==> src/rtl/cpu7_exu_bypctl.sv <==
// ---------------------------------------------------------------------------
// cpu7_exu_bypctl
//
// Operand-bypass controller for the EXU. It follows the destination writes
// of the instructions that have left E through NUM_STG later stages. Stage 1
// (M) is the youngest. Stage NUM_STG is the last stage before the register
// file is written. For every E-stage source it then chooses where the operand
// comes from. It also holds E when a source needs a load result that is still
// in stage 1.
//
// Ports
//   i_clk        clock
//   i_reset      synchronous, active-high reset
//   i_valid_e    E stage holds a live instruction
//   i_rs_e       source addresses, source i at [i*REG_AW +: REG_AW]
//   i_rs_use_e   source i reads the register file
//   i_rd_e       E-stage destination register
//   i_wen_e      E instruction writes i_rd_e
//   i_ld_e       E instruction is a load
//   i_flush_e    kill the E instruction
//   i_pipe_hold  freeze the tracked stages and the stall counter
//   o_rs_sel     one-hot select per source: bit 0 = RF, bit k = stage k
//   o_stall_e    load-use hazard, E must hold
//   o_stall_cnt  saturating count of stall cycles
// ---------------------------------------------------------------------------
module cpu7_exu_bypctl #(
  parameter int NUM_SRC = 2,
  parameter int REG_AW  = 5,
  parameter int NUM_STG = 2,
  parameter int CNT_W   = 16
) (
  input  logic                             i_clk,
  input  logic                             i_reset,
  input  logic                             i_valid_e,
  input  logic [NUM_SRC*REG_AW-1:0]        i_rs_e,
  input  logic [NUM_SRC-1:0]               i_rs_use_e,
  input  logic [REG_AW-1:0]                i_rd_e,
  input  logic                             i_wen_e,
  input  logic                             i_ld_e,
  input  logic                             i_flush_e,
  input  logic                             i_pipe_hold,
  output logic [NUM_SRC*(NUM_STG+1)-1:0]   o_rs_sel,
  output logic                             o_stall_e,
  output logic [CNT_W-1:0]                 o_stall_cnt
);

  // Array index k holds stage k+1, so index 0 is the youngest stage (M).
  logic [NUM_STG-1:0]              r_vld;
  logic [NUM_STG-1:0]              r_wen;
  logic [NUM_STG-1:0]              r_ld;
  logic [NUM_STG-1:0][REG_AW-1:0]  r_rd;
  logic [CNT_W-1:0]                r_cnt;

  logic [NUM_SRC-1:0][NUM_STG-1:0] w_hit;
  logic                            w_loadUse;
  logic                            w_stg1Load;

  // A source matches a stage when that stage writes the register the source
  // reads. r0 and sources that do not read the register file never match,
  // so they always fall back to the register file.
  always_comb begin
    w_hit = '0;
    for (int i = 0; i < NUM_SRC; i++) begin
      for (int k = 0; k < NUM_STG; k++) begin
        w_hit[i][k] = r_vld[k] & r_wen[k] & i_rs_use_e[i]
                    & (r_rd[k] == i_rs_e[i*REG_AW +: REG_AW])
                    & (i_rs_e[i*REG_AW +: REG_AW] != '0);
      end
    end
  end

  // Pick the youngest matching stage for each source. A load still in stage
  // 1 is reported here as well. It raises the stall, and the consumer
  // ignores the select during that cycle.
  always_comb begin
    o_rs_sel  = '0;
    w_loadUse = 1'b0;
    for (int i = 0; i < NUM_SRC; i++) begin
      automatic logic found = 1'b0;
      for (int k = 0; k < NUM_STG; k++) begin
        if (w_hit[i][k] && !found) begin
          o_rs_sel[i*(NUM_STG+1) + k + 1] = 1'b1;
          found = 1'b1;
        end
      end
      if (!found) begin
        o_rs_sel[i*(NUM_STG+1)] = 1'b1;
      end
      w_loadUse = w_loadUse | (w_hit[i][0] & r_ld[0]);
    end
  end

  // A flush takes priority over the hazard. A stalled E instruction sends a
  // bubble into stage 1, so the load reaches stage 2 and the stall releases
  // after one cycle.
  always_comb begin
    o_stall_e  = i_valid_e & ~i_flush_e & w_loadUse;
    w_stg1Load = i_valid_e & ~i_flush_e & ~w_loadUse;
  end

  // The stages shift one step on every unheld cycle and the oldest stage
  // retires. The counter stops at its maximum instead of wrapping.
  always_ff @(posedge i_clk) begin
    if (i_reset) begin
      r_vld <= '0;
      r_wen <= '0;
      r_ld  <= '0;
      r_rd  <= '0;
      r_cnt <= '0;
    end else if (!i_pipe_hold) begin
      r_vld[0] <= w_stg1Load;
      r_wen[0] <= i_wen_e;
      r_ld[0]  <= i_ld_e;
      r_rd[0]  <= i_rd_e;
      for (int k = 1; k < NUM_STG; k++) begin
        r_vld[k] <= r_vld[k-1];
        r_wen[k] <= r_wen[k-1];
        r_ld[k]  <= r_ld[k-1];
        r_rd[k]  <= r_rd[k-1];
      end
      if (o_stall_e && (r_cnt != '1)) begin
        r_cnt <= r_cnt + 1'b1;
      end
    end
  end

  assign o_stall_cnt = r_cnt;

endmodule

==> config.mk <==
export PLATFORM = sky130hd
export DESIGN_NAME = cpu7_exu_bypctl
export DESIGN_NICKNAME = d
export VERILOG_FILES = /design/src/rtl/cpu7_exu_bypctl.sv
export SDC_FILE = /design/constraint.sdc
export NUM_CORES = 1
export LEC_CHECK = 0
export CORE_ASPECT_RATIO = 1.2
export CORE_MARGIN = 1.5
export CORE_UTILIZATION = 45
export DETAILED_ROUTE_END_ITERATION = 8
export PLACE_DENSITY = 0.82
export SETUP_SLACK_MARGIN = 0.05
export SLEW_MARGIN = 40
export SYNTH_ARGS = -nofsm -noshare
export SYNTH_HDL_FRONTEND = slang
export SYNTH_SLANG_ARGS = --single-unit
==> constraint.sdc <==
create_clock -name i_clk -period 4.7 [get_ports i_clk]
set_clock_uncertainty 0.2 [all_clocks]
set_input_delay 0.94 -clock i_clk [delete_from_list [all_inputs] [get_ports i_clk]]
set_output_delay 0.94 -clock i_clk [all_outputs]
set_load 0.02 [all_outputs]
==> run metrics <==
CP Launch Point i_rs_e[5]; Core Box Area 3420 um2; Hold Crit Class reg -> reg; leakage 0.000759 uW; clock sink count 31; vias post-DR 1482; reg2reg setup slack 2.35 ns; Post-synth ARST share 0%; RR Endpoint o_stall_cnt[13]; sequential share of the synthesized area 37.7%; GPL Wtd Cong 0.883; Fillers 318; vias per cell 5.49; Slew Viols, Final 0; post-CTS setup buffer count 0; CTS tree yes; Startpoint Class input port; Critical Path Slowest Stage Cell or4_1; DR pass1 iterations 6; Clk pin slew, worst setup/hold paths 0.06 ns; fin nets 258; WP depth 7; final wirelength 3620 um; Hold Path Origin r_vld[0]; commonest non-fill, non-tap cell in the layout clkdlybuf4s50_1; maxcap violations 0; PD cells 247 nW/um2; GRT Total Usage 20.4%; post-CTS sizing 0; drt wl/cell 13.4 um; EDFF count, synth 0; Main synth FF type dfxtp_1; H-tree levels 2; First DRT Iteration DRCs 102; critical path required time 3.56 ns; R2R depth 6; Hold Vio Cnt, Final 0; Critical Path AT 3.30 ns; I/O pin count 47; nature of the critical path endpoint primary output; Yosys warning count 0; commonest non-fill, non-tap cells in the layout 45 x clkdlybuf4s50_1, 31 x dfxtp_1, 24 x nor2_1, 20 x xnor2_1, 15 x mux2i_1; Fmax achieved 0.225 GHz; Longest Clk Path Bufs 2; post-route antenna net violation count 0; Clock Latency Late Sink 0.28 ns; Fin Setup TNS 0 ns; placed wire-length estimate 2760 um; Port Buffer Count 46; largest net degree at the start of global routing 32; DRC 3; final setup fails 0; synthesis-stage register bit count 31; CP Buf/Inv Count 2; Mean Syn Cell Area 8.84 um2; Initial Util 48.0%; Final min period 4.44 ns; CTS root buffer clkbuf_8; Max-slew headroom 63.2%; RSZ-0062 raised after global routing false; fin crit share 94.5%; Die H 69.2 um; vias in the first global route 1534; initial antenna violation count 0; CP Max Fanout 9; crit path cell chain clkdlybuf4s50_1, or4_1, o21ai_1, nor3_4, or2_1, and4b_1, clkdlybuf4s50_1; Peak VDD IR 0.000209 V; cell area after synthesis 1640 um2; hold path cells 2; most used cell, CP clkdlybuf4s50_1; grt ovf 0; global-route wire length before repair 6490 um; FP Rows 23; die area 4030 um2; Worst Hold End r_vld[0]; Slew @ Worst Pin 0.552 ns; Crit Path Category in -> out; Hold-fix buffers, CTS 0; Layout area overhead 34.2%; final core utilization 64.4%; Antenna Cells 0; Netlist cell types 33; reg2reg start r_rd[2]; Synth Instances 186; status complete, but fails checks; CP top delay family simple AND/OR/NAND/NOR gates; TritonCTS Buffers 5; share of cells above drive strength 1 6.87%; die width 58.2 um; failing checks DRC; Critical Path Max Stage Delay 0.54 ns; net count after synthesis 211
Yosys cell counts (2+ instances only):
cell type	count	area (um2)
nand2_1	9	33.8
nand3_1	8	40.0
xor2_1	4	35.0
xnor2_1	20	175
dfxtp_1	31	621
or3_1	11	68.8
mux2i_1	15	150
nor3_1	2	10.0
o2111ai_1	3	26.3
or4_1	5	37.5
clkbuf_1	4	15.0
nand4_1	6	37.5
nor3_4	2	32.5
nor2b_1	2	12.5
o21ai_1	2	10.0
nor2_1	24	90.1
inv_1	2	7.51
o21ai_0	10	50.1
a21oi_1	12	60.1
logic make-up (layout without fill, tap and decap cells):
group	Yosys count	after routing	synth area share [%]
AOI/OAI and AO/OA	32	32	12.5
xor gates and xnor gates	24	24	12.8
adders and majority gates	1	1	0.761
buffers and inverters	9	56	2.59
DFF	31	31	37.7
muxes	15	15	9.13
and+or+nand+nor	74	74	24.5
state kept, by name (all words and copies together) (netlist names):
name / count
r_ld: 1
o_stall_cnt: 16
r_wen: 2
r_vld: 2
r_rd: 10
per-layer routing:
metal	wire [um]	part of all wire, %	vias to the layer above	global-route usage (%)
li1	-	-	750	-
met4	57	1.6	0	8.53
met5	0	0	-	0
met3	202	5.6	6	5.04
met2	1840	51	45	35.6
met1	1520	42	681	23.0
how the worst max path moves through the flow:
stage                     end  slack [ns]
finish              o_stall_e        0.26
global route        o_stall_e        0.16
CTS                 o_stall_e        0.26
detailed placement  o_stall_e        0.27
global placement    o_stall_e        0.30
floorplan           o_stall_e        1.27
stage by stage:
stage / hold WS (ns) / power (uW) / cells / area (um2) / setup WS [ns]
floorplan: 0.267 / 314 / 186 / 1640 / 1.27
global placement: 0.288 / 342 / 263 / 2120 / 0.301
detailed placement: 0.294 / 343 / 263 / 2120 / 0.265
CTS: 0.308 / 552 / 270 / 2210 / 0.260
global route: 0.341 / 570 / 270 / 2210 / 0.164
finish: 0.308 / 545 / 270 / 2210 / 0.256
worst reg2reg max path: cells and delay by family (launching register included):
kind / cells / cell delay, ns
AO/OA/AOI/OAI: 2 / 0.45
XOR/XNOR: 1 / 0.14
flip-flops: 1 / 0.43
AND/OR/NAND/NOR: 3 / 1.06
power breakdown:
| part | internal (uW) | switching (uW) | leakage, uW |
|---|---|---|---|
| sequential | 269 | 7.89 | 0.000252 |
| clock | 115 | 93.7 | 0.0000470 |
| combinational | 35.6 | 24.4 | 0.000460 |
final cells by class:
class	count	area [um2]	share of cell area [%]
clock buffer	6	82.6	3.74
multi-input combinational	146	981	44.5
sequential	31	621	28.1
clock inverter	1	5.00	0.227
inverter	2	7.51	0.340
tap	37	46.3	2.10
timing repair buffer	47	463	21.0
(Power assumes the default switching activity.)
